==> config.mk <==
export PLATFORM = sky130hd
export DESIGN_NAME = relobi_req_arbiter
export DESIGN_NICKNAME = d
export VERILOG_FILES = /design/src/rtl/relobi_req_arbiter.sv
export SDC_FILE = /design/constraint.sdc
export NUM_CORES = 1
export LEC_CHECK = 0
export CORE_UTILIZATION = 51
export DETAILED_ROUTE_END_ITERATION = 6
export PLACE_DENSITY = 0.79
export SLEW_MARGIN = 20
export SYNTH_ARGS = -nofsm -noshare
export SYNTH_HDL_FRONTEND = slang
export SYNTH_SLANG_ARGS = --single-unit
==> constraint.sdc <==
create_clock -name clk_i -period 3.37 [get_ports clk_i]
set_input_delay 0.674 -clock clk_i [delete_from_list [all_inputs] [get_ports clk_i]]
set_output_delay 0.674 -clock clk_i [all_outputs]
set_load 0.01 [all_outputs]
==> src/rtl/relobi_req_arbiter.sv <==
// relobi_req_arbiter: round-robin arbiter sharing one reliable-OBI subordinate port between NumMgr managers
// Ports: clk_i/rst_i clock and synchronous active-high reset;
//   mgr_req_i/mgr_gnt_o/mgr_a_i   manager request, grant and A channel (ECC fields passed untouched);
//   mgr_rvalid_o/mgr_r_o          response valid routed to the issuing manager, R channel broadcast;
//   sbr_req_o/sbr_gnt_i/sbr_a_o   subordinate request, grant and selected A channel;
//   sbr_rvalid_i/sbr_r_i          subordinate response;
//   busy_o                        at least one transaction outstanding;
//   spurious_o                    sticky, rvalid seen with nothing outstanding;
//   timeout_o                     sticky response timeout, present only with RELOBI_ARB_TIMEOUT_EN defined.
package obi_pkg;
    typedef struct packed {
        int unsigned addr_width;
        int unsigned data_width;
    } obi_cfg_t;
    localparam obi_cfg_t ObiDefaultConfig = '{addr_width: 32, data_width: 32};
endpackage

module relobi_req_arbiter #(
    parameter obi_pkg::obi_cfg_t ObiCfg        = obi_pkg::ObiDefaultConfig,
    parameter type               obi_a_chan_t  = logic,
    parameter type               obi_r_chan_t  = logic,
    parameter int unsigned       NumMgr        = 4,
    parameter int unsigned       MaxTrans      = 4,
    parameter int unsigned       TimeoutCycles = 1024
) (
    input  logic              clk_i,
    input  logic              rst_i,
    input  logic [NumMgr-1:0] mgr_req_i,
    output logic [NumMgr-1:0] mgr_gnt_o,
    input  obi_a_chan_t       mgr_a_i [NumMgr],
    output logic [NumMgr-1:0] mgr_rvalid_o,
    output obi_r_chan_t       mgr_r_o,
    output logic              sbr_req_o,
    input  logic              sbr_gnt_i,
    output obi_a_chan_t       sbr_a_o,
    input  logic              sbr_rvalid_i,
    input  obi_r_chan_t       sbr_r_i,
    output logic              busy_o,
    output logic              spurious_o
`ifdef RELOBI_ARB_TIMEOUT_EN
    ,
    output logic              timeout_o
`endif
);
    localparam int unsigned MW = NumMgr > 1 ? $clog2(NumMgr) : 1;
    localparam int unsigned PW = MaxTrans > 1 ? $clog2(MaxTrans) : 1;
    localparam int unsigned CW = $clog2(MaxTrans + 1);
    typedef logic [MW-1:0] idx_t;
    typedef enum logic {IDLE, HOLD} state_e;
    state_e        state_q, state_d;
    idx_t          rr_q, rr_d, sel_q, sel_d, win, cur;
    idx_t          fifo_q [MaxTrans];
    logic [PW-1:0] wr_q, rd_q;
    logic [CW-1:0] cnt_q;
    logic          full, gnt, pop, spurious_q;

    function automatic idx_t wrap_idx(input int k);
        return idx_t'(k >= int'(NumMgr) ? k - int'(NumMgr) : k);
    endfunction

    function automatic logic [PW-1:0] nxt_ptr(input logic [PW-1:0] p);
        return p == PW'(MaxTrans - 1) ? '0 : p + PW'(1);
    endfunction

    // Scanning from the farthest offset down leaves the closest request at or after rr_q.
    always_comb begin
        win = rr_q;
        for (int i = int'(NumMgr) - 1; i >= 0; i--)
            win = mgr_req_i[wrap_idx(int'(rr_q) + i)] ? wrap_idx(int'(rr_q) + i) : win;
    end

    // Full uses the registered count, so a same-cycle pop does not unblock arbitration.
    always_comb begin
        full         = cnt_q == CW'(MaxTrans);
        cur          = state_q == HOLD ? sel_q : win;
        sbr_req_o    = !full && (state_q == HOLD ? mgr_req_i[sel_q] : |mgr_req_i);
        sbr_a_o      = (state_q == HOLD || sbr_req_o) ? mgr_a_i[cur] : '0;
        gnt          = sbr_req_o && sbr_gnt_i;
        mgr_gnt_o    = '0;
        mgr_gnt_o[cur] = gnt;
        pop          = sbr_rvalid_i && cnt_q != '0;
        mgr_rvalid_o = '0;
        mgr_rvalid_o[fifo_q[rd_q]] = pop;
        rr_d         = gnt ? wrap_idx(int'(cur) + 1) : rr_q;
        state_d      = state_q == IDLE ? (sbr_req_o && !sbr_gnt_i ? HOLD : IDLE) : (gnt ? IDLE : HOLD);
        sel_d        = state_q == IDLE && sbr_req_o && !sbr_gnt_i ? win : sel_q;
    end

    always_ff @(posedge clk_i) begin
        if (rst_i) begin
            state_q    <= IDLE;
            rr_q       <= '0;
            sel_q      <= '0;
            cnt_q      <= '0;
            wr_q       <= '0;
            rd_q       <= '0;
            spurious_q <= 1'b0;
        end else begin
            state_q    <= state_d;
            rr_q       <= rr_d;
            sel_q      <= sel_d;
            cnt_q      <= cnt_q + CW'(gnt) - CW'(pop);
            wr_q       <= gnt ? nxt_ptr(wr_q) : wr_q;
            rd_q       <= pop ? nxt_ptr(rd_q) : rd_q;
            spurious_q <= spurious_q | (sbr_rvalid_i && cnt_q == '0);
        end
    end

    always_ff @(posedge clk_i) begin
        if (gnt) fifo_q[wr_q] <= cur;
    end

    assign mgr_r_o    = sbr_r_i;
    assign busy_o     = cnt_q != '0;
    assign spurious_o = spurious_q;

`ifdef RELOBI_ARB_TIMEOUT_EN
    localparam int unsigned TW = $clog2(TimeoutCycles + 1);
    logic [TW-1:0] tcnt_q, tcnt_d;
    logic          timeout_q;

    // Counts cycles spent waiting on the oldest response; saturates at the threshold.
    always_comb begin
        tcnt_d = (cnt_q == '0 || sbr_rvalid_i) ? '0 :
                 (tcnt_q == TW'(TimeoutCycles) ? tcnt_q : tcnt_q + TW'(1));
    end

    always_ff @(posedge clk_i) begin
        if (rst_i) begin
            tcnt_q    <= '0;
            timeout_q <= 1'b0;
        end else begin
            tcnt_q    <= tcnt_d;
            timeout_q <= timeout_q | (tcnt_d == TW'(TimeoutCycles));
        end
    end

    assign timeout_o = timeout_q;
`endif
endmodule
## Yosys cells after proc, flatten, opt, wreduce, memory -nomap -nowiden

Memory sizes are Yosys's and may differ from the RTL's. A register that Yosys moved wholly into a read port is not among the register bits.
Index checks and enable logic that the tools add are counted.

| word-level totals | value |
|---|---|
| memories | 1 |
| word-level logic and storage cells | 97 |
| memory bits (writable) | 8 |
| output and inout bits | 13 |
| input bits | 13 |
| flip-flop bits (word level) | 13 |

Memories:

| memory | words | bits a word | rd ports | clocked after memory_dff | write ports | RTL line | text |
|---|---|---|---|---|---|---|---|
| fifo_q | 4 | 2 | 1 | 1 | 1 | 52 | `idx_t fifo_q [MaxTrans];` |

| operators by class | value |
|---|---|
| $add $sub $neg | 13 |
| equality and inequality tests | 3 |
| bitwise logic cells | 5 |
| order comparisons | 15 |
| reduce and logical (&&, ||, !) cells | 15 |
| multiplexer cells | 38 |

Operator list:

| kind | number |
|---|---|
| $mux W2 | 14 |
| $lt A2 B3 Y1 const B | 7 |
| $mux W1 | 16 |
| $ge A3 B3 Y1 const B | 5 |
| $bmux W1 S2 | 6 |
| $sub A2 B1 Y2 const B | 5 |
| $logic_and A1 B1 Y1 | 9 |
| $and A4 B4 Y4 | 2 |
| $add A2 B1 Y3 const B | 2 |
| $add A2 B2 Y3 const B | 2 |
| $add A2 B1 Y2 const B | 2 |
| $demux W1 S2 | 2 |
| $eq A2 B2 Y1 const B | 2 |
| $ge A2 B1 Y1 const B | 2 |
| $reduce_or A4 Y1 | 1 |
| $add A3 B1 Y3 | 1 |
| $eq A3 B3 Y1 const B | 1 |
| $ge A2 B3 Y1 const B | 1 |
| $logic_not A3 Y1 | 1 |
| $not A2 Y3 | 1 |
| $reduce_bool A3 Y1 | 1 |
| $sub A3 B1 Y3 | 1 |
| $logic_not A1 Y1 | 2 |
| $logic_or A1 B1 Y1 | 1 |
| 2 further kinds | 2 |

## Longest topological paths before layout

Gate-level depths: netlist of run 1.

| logic depth | value |
|---|---|
| word-level depth | 15 |
| gate-level depth with buffers | 14 |

## Least setup slack after synthesis of run 1

No wires, ideal clock.

| timing path | value |
|---|---|
| path kind | input to register |
| start | input mgr_req_i[3] |
| end | register cnt_q[2] |
| setup time | 0.128 ns |
| data required time | 3.242 ns |
| path slack | 0.515 ns |
| arrival time | 2.727 ns |
| stages on the path | 13 |
| cells stage by stage | mux4_2 -> nand2b_1 -> and3_1 -> buf_6 -> inv_1 -> ha_1 -> inv_1 -> ha_1 -> inv_1 -> fa_1 -> xor2_1 -> xnor2_1 -> nor2_1 |

| on the way | value |
|---|---|
| longest elaborated chain between the ends | 7 |

Ends and longest elaborated chain:

| item | RTL line | text |
|---|---|---|
| start, declared | 28 | `input logic [NumMgr-1:0] mgr_req_i,` |
| $bmux W1 S2 | 76 | `sbr_req_o = !full && (state_q == HOLD ? mgr_req_i[sel_q] : \|mgr_req_i);` |
| $mux W1 (not written as such) | 76 |  |
| $mux W1 * | 76 |  |
| $logic_and A1 B1 Y1 * | 76 |  |
| $logic_and A1 B1 Y1 * | 78 | `gnt = sbr_req_o && sbr_gnt_i;` |
| $add A3 B1 Y3 * | 102 | `cnt_q <= cnt_q + CW'(gnt) - CW'(pop);` |
| $sub A3 B1 Y3 * | 102 |  |
| end signal, assigned | 102 |  |
| end, declared | 54 | `logic [CW-1:0] cnt_q;` |

Every way passes the cells marked *; elsewhere a longest branch is shown, timed or not. The select of a mux whose other input is x is not followed.
A chain may end at the register's enable or synchronous reset.

## Worst setup path in the final report of run 1

| timing path | value |
|---|---|
| start | input mgr_req_i[2] |
| end | output mgr_gnt_o[0] |

| on the way | value |
|---|---|
| longest elaborated chain between the ends | 12 |

Ends and longest elaborated chain:

| item | RTL line | text |
|---|---|---|
| $bmux W1 S2 | 69 | `win = mgr_req_i[wrap_idx(int'(rr_q) + i)] ? wrap_idx(int'(rr_q) + i) : win;` |
| $mux W1 (not written as such) | 69 |  |
| $mux W2 (3 in series) | 69 |  |
| $mux W2 * | 69 |  |
| $mux W2 * | 75 | `cur = state_q == HOLD ? sel_q : win;` |
| via cur[0] | 51 | `idx_t rr_q, rr_d, sel_q, sel_d, win, cur;` |
| $lt A2 B3 Y1 (not written as such) or $ge A2 B1 Y1 (tied branches) | 80 | `mgr_gnt_o[cur] = gnt;` |
| $logic_and A1 B1 Y1 (not written as such) | 80 |  |
| $mux W1 (not written as such) | 80 |  |
| $demux W1 S2 * | 80 |  |
| $and A4 B4 Y4 (no source line) * | - |  |
| end, declared | 29 | `output logic [NumMgr-1:0] mgr_gnt_o,` |

The timed path passes the listed nets; every way through them passes the cells marked *. The select of a mux whose other input is x is not followed.

==> run_results.csv, run 1 <==
group,metric,value,unit
logic_synthesis,synth_area,1340,um^2
run,cap_violations,0,
logic_synthesis,synth_nets,164,
floorplanning,fp-row-count,18,
cts,cts_buffers,3,
placement,io_buffers,23,
grt,grt_pass1_wl,4464,um
pwr,leakagePower,0.7248,nW
cts,post_cts_buffers,0,
pwr,pwr_density_cell,631.5,nW/um^2
logic_synthesis,yosysWarnings,0,
detailed_routing,post_drt_wl_per_cell,13.53,um
logic_synthesis,synth_edf_count,8,
timing,fmax,308.0,MHz
setup_path,cp-end-kind,"primary output",
setup_path,cp_max_fo,5,
outcome,outcome,"completed",
logic_synthesis,async_flop_share,0,
timing,post-route-period-util,0.9635,
placement,place.gp.congestion,0.8142,
setup_path,arrival,2.57,ns
timing,tightest_slew,0.5085,ns
logic_synthesis,syn_inst,139,
logic_synthesis,syn_area_per_cell,9.641,um^2
pwr,ir_worst_vdd,0.3655,mV
cts,h-tree-depth,1,
logic_synthesis,ys_seq_area_frac,0.4034,
timing,timing.final.hold_violations,0,
logic_synthesis,synth_ff_type,"dfxtp_1",
grt,grt_overflow_total,0,
cts,cts_sinks,23,
cells_and_area,final_cells,203,
timing,finalCriticalPeriod,3.247,ns
cts,cts.path.max_buffers,2,
setup_path,crit_required,2.70,ns
floorplanning,ioPinCount,26,
cells_and_area,fin_nets,199,
cts,cts_tree,"built",
detailed_routing,routed_wl,2747,um
hold_path,worstHoldPathType,"reg -> reg",
detailed_routing,dr.pass1.iters,4,
cells_and_area,drive_gt1_frac,0.1618,
logic_synthesis,synth-seq-cells,23,
timing,slew_viol_final,0,
detailed_routing,drtAntennaViolNets,0,
grt,grt_pass1_vias,1052,
cts,cts_root_buffer,"clkbuf_4",
cells_and_area,post-route-util,0.6914,
grt,grt_usage,0.2195,
detailed_routing,drt_iter0_markers,15,
cts,cts_resized,19,
floorplanning,coreArea,2477,um^2
cts,clkSlewWorstSetupHoldPaths,0.12,ns
logic_synthesis,synth_cell_types,34,
timing,whs,0.4946,ns
cells_and_area,diodes,0,
grt,grt_max_degree,15,
timing,clock_skew,0.003468,ns
pwr,p_total,0.001082,W
detailed_routing,routed-via-count,1090,
floorplanning,die_w,53.26,um
detailed_routing,routed_via_density,5.369,
cts,insertion_delay,0.31,ns
floorplanning,die_y,53.26,um
timing,setup_viol,0,
timing,relSlewSlack,0.6599,
floorplanning,initial_core_util,0.5409,
placement,hpwl,2086,um
timing,rsz0062_at_grt,"no",
grt,antenna_found_initial,0,
setup_path,crit_type,"in -> out",
cts,cts_hold_buf,0,
floorplanning,dieArea,2837,um^2
setup_path,cp-start-kind,"input port",
placement,dp_cells,199,
cells_and_area,area_growth,27.82,%
detailed_routing,drc,0,
-- final cells by class --
cell class | count | area (um^2)
Fill cell | 205 | 764.5
Clock inverter | 1 | 5.005
Inverter | 12 | 45.04
Clock buffer | 3 | 22.52
Tap cell | 30 | 37.54
Sequential cell | 23 | 540.5
Timing Repair Buffer | 35 | 311.5
Multi-Input combinational cell | 99 | 750.7
-- routing by layer --
layer	vias to the layer above	share of wire	global-route usage
met5	-	0	0
met4	0	0.017	0.09211
met3	5	0.033	0.04023
met2	24	0.49	0.3833
met1	511	0.45	0.2589
li1	550	-	-
-- path summary, 6_finish.rpt --
kind | slack, ns | depth (start not counted) | startpoint | end
worst min register to register | 0.49 | 2 | rd_q[1] | rd_q[1]
worst min-delay path | 0.49 | 2 | rd_q[1] | rd_q[1]
worst max-delay path | 0.12 | 10 | mgr_req_i[2] | mgr_gnt_o[0]
worst max register to register | 0.59 | 12 | sel_q[0] | cnt_q[2]
-- Yosys cell counts, types with 2 or more instances --
cell type / number / area share
dfxtp_1: 15 / 0.22
mux4_2: 3 / 0.050
o21ai_0: 6 / 0.022
a21oi_1: 8 / 0.030
edfxtp_1: 8 / 0.18
mux2i_1: 6 / 0.045
inv_1: 12 / 0.034
nor3b_1: 3 / 0.017
nor2_1: 17 / 0.048
nand2_1: 8 / 0.022
clkbuf_1: 2 / 0.0056
and2_1: 9 / 0.042
buf_6: 2 / 0.017
or3_1: 3 / 0.014
and3_1: 2 / 0.0093
nor3_1: 4 / 0.015
ha_1: 11 / 0.10
nor2b_1: 4 / 0.019
-- cells in the final DEF (no fill, tap or decap), drive strengths merged, types with 4 or more instances in the layout --
| cell type | Yosys | layout |
|---|---|---|
| a21oi | 8 | 8 |
| and2 | 9 | 9 |
| buf | 3 | 12 |
| clkdlybuf4s50 | 0 | 16 |
| dfxtp | 15 | 15 |
| dlygate4sd2 | 0 | 7 |
| edfxtp | 8 | 8 |
| ha | 11 | 11 |
| inv | 12 | 12 |
| mux2i | 6 | 6 |
| nand2 | 8 | 8 |
| nor2 | 17 | 17 |
| nor2b | 4 | 4 |
| nor3 | 4 | 4 |
| o21ai | 6 | 6 |
-- where the power goes --
group | leakage, nW | total (W) | switching, W | internal, W
registers | 0.198 | 0.000416 | 0.0000592 | 0.000356
logic | 0.509 | 0.000541 | 0.000258 | 0.000283
clock network | 0.0177 | 0.000125 | 0.0000809 | 0.0000443
-- metrics by stage --
| step | setup slack (ns) | instance area (um^2) | TNS, ns |
|---|---|---|---|
| 5_1_grt | 0.01430 | 1713 | 0 |
| 4_1_cts | 0.1516 | 1713 | 0 |
| 3_5_place_dp | -0.3399 | 1660 | -1.601 |
| 2_1_floorplan | 0.5149 | 1340 | 0 |
| 3_3_place_gp | -0.2162 | 1660 | -0.9178 |
| 6_report | 0.1229 | 1713 | 0 |
-- worst max-delay path, cell delays in order --
cell,delay [ns]
clkdlybuf4s50_1,0.43
nor2b_1,0.17
o21ai_2,0.19
o221ai_2,0.14
o21ai_0,0.16
buf_4,0.16
inv_1,0.06
ha_1,0.18
and2_1,0.13
dlygate4sd2_1,0.28
-- cell families after synthesis --
kind of cell / after synthesis / share of synthesized area
xor gates and xnor gates: 2 / 0.01307
DFF: 23 / 0.4034
adders and majority gates: 12 / 0.1176
AOI/OAI and AO/OA: 23 / 0.1093
buffers and inverters: 17 / 0.06163
muxes: 9 / 0.09524
and+or+nand+nor: 53 / 0.1998
(Power assumes the default switching activity.)
==> run 2: changes to the inputs <==
--- a/config.mk
+++ b/config.mk
@@ -5,9 +5,10 @@
 export SDC_FILE = /design/constraint.sdc
 export NUM_CORES = 1
 export LEC_CHECK = 0
-export CORE_UTILIZATION = 51
+export CORE_UTILIZATION = 46
 export DETAILED_ROUTE_END_ITERATION = 6
-export PLACE_DENSITY = 0.79
+export PLACE_DENSITY = 0.72
+export REMOVE_ABC_BUFFERS = 1
 export SLEW_MARGIN = 20
 export SYNTH_ARGS = -nofsm -noshare
 export SYNTH_HDL_FRONTEND = slang
==> run_results.csv, run 2 (same netlist as run 1, synthesis figures left out) <==
group,metric,value,unit
timing,slew_viol_final,0,
outcome,outcome,"completed",
timing,clock_skew,0.007548,ns
timing,whs,0.4901,ns
cells_and_area,drive_gt1_frac,0.1379,
grt,antenna_found_initial,0,
cts,h-tree-depth,1,
timing,setup_ws,0.1119,ns
cells_and_area,diodes,0,
floorplanning,die_w,55.98,um
cells_and_area,fin_nets,200,
setup_path,arrival,2.58,ns
grt,grt_overflow_total,0,
detailed_routing,dr.pass1.iters,4,
timing,setup_viol,0,
cts,cts_hold_buf,0,
floorplanning,coreArea,2758,um^2
cells_and_area,layout_commonest_cell,"nor2_1",
floorplanning,initial_core_util,0.4859,
cts,clkSlewWorstSetupHoldPaths,0.11,ns
detailed_routing,drt_iter0_markers,39,
placement,hpwl,1984,um
floorplanning,fp-row-count,19,
cts,cts_tree,"built",
floorplanning,ioPinCount,26,
placement,io_buffers,23,
grt,grt_max_degree,15,
detailed_routing,drtAntennaViolNets,0,
timing,setup_tns,0,ns
cells_and_area,mostFrequentLayoutCells,"nor2_1, clkdlybuf4s50_1, dfxtp_1",
detailed_routing,drc,0,
hold_path,worstHoldPathType,"reg -> reg",
setup_path,crit_required,2.70,ns
setup_path,crit_type,"in -> out",
pwr,p_total,0.001067,W
grt,grt_pass1_vias,1023,
setup_path,cp-end-kind,"primary output",
setup_path,cp_max_fo,5,
placement,preCtsSetupSlack,-0.2717,ns
cts,cts.path.max_buffers,2,
timing,post-route-period-util,0.9668,
pwr,pwr_density_cell,626.2,nW/um^2
timing,relSlewSlack,0.6404,
placement,place.gp.congestion,0.7848,
timing,tightest_slew,0.5377,ns
cells_and_area,area_growth,27.17,%
grt,grt_usage,0.1773,
grt,grt_pass1_wl,4443,um
floorplanning,die_y,55.98,um
cts,cts_sinks,23,
pwr,leakagePower,0.7143,nW
floorplanning,dieArea,3133,um^2
setup_path,cp-start-kind,"input port",
detailed_routing,post_drt_wl_per_cell,12.05,um
cells_and_area,fillers,251,
run,cap_violations,0,
cts,cts_root_buffer,"clkbuf_4",
timing,timing.final.hold_violations,0,
detailed_routing,routed_via_density,5.229,
cts,cts_buffers,3,
detailed_routing,routed-via-count,1072,
timing,fmax,306.9,MHz
pwr,ir_worst_vdd,0.3776,mV
timing,finalCriticalPeriod,3.258,ns
detailed_routing,routed_wl,2470,um
cts,insertion_delay,0.30,ns
## run 2: cell types whose count changed in the layout (fill, tap and decap cells not counted)
cell / change
clkinv_2: -1
nor2b_4: -1
dlygate4sd2_1: -2
a21oi_2: -2
nor2b_1: +1
buf_4: +1
clkdlybuf4s15_1: +2
o21ai_0: -1
o21ai_1: +2
clkbuf_1: +1
o21ai_2: -1
a21oi_1: +2
## run 2: where the power goes
part	switching [W]	leakage [nW]	internal (W)
combinational	0.000246	0.501	0.000287
sequential	0.0000587	0.198	0.000356
clock	0.0000731	0.0150	0.0000460
## run 2: layout make-up
cell class | instances | area, um^2 | area share
timing repair buffer | 36 | 321.6 | 0.1887
inverter | 12 | 45.04 | 0.02643
clock buffer | 4 | 26.28 | 0.01542
multi-input combinational | 99 | 732.0 | 0.4295
tap | 31 | 38.79 | 0.02276
sequential | 23 | 540.5 | 0.3172
## run 2: critical path: stages
cell	delay (ns)
clkdlybuf4s50_1	0.41
buf_4	0.15
nor2b_1	0.14
o21ai_1	0.19
o221ai_2	0.13
o21ai_1	0.13
buf_4	0.15
inv_1	0.06
ha_1	0.19
and2_1	0.13
clkdlybuf4s15_1	0.23
## run 2: path summary, 6_finish.rpt
kind	from	endpoint	slack, ns	cells after the start
max	mgr_req_i[2]	mgr_gnt_o[0]	0.11	11
max reg2reg	sel_q[0]	cnt_q[2]	0.59	12
min	spurious_o	spurious_o	0.49	2
min reg2reg	spurious_o	spurious_o	0.49	2
## run 2: metrics by stage
step | util | cells | area [um^2]
global route | 0.6180 | 205 | 1704
finish | 0.6180 | 205 | 1704
CTS | 0.6130 | 204 | 1690
detailed placement | 0.5998 | 199 | 1654
global placement | 0.5998 | 199 | 1654
floorplan | - | 134 | 1303
## run 2: what timing repair did
action                     CTS  global route
pin swaps                    2             1
buffers inserted             1             1
setup endpoints to repair    5             3
resized for setup           14             3
## run 2: routing by layer
layer	track usage	vias to the layer above	routed length (um)
met5	0	-	0
met4	0.05575	0	34
met3	0.02791	4	114
met2	0.2925	34	1175
met1	0.2392	484	1146
li1	-	550	-
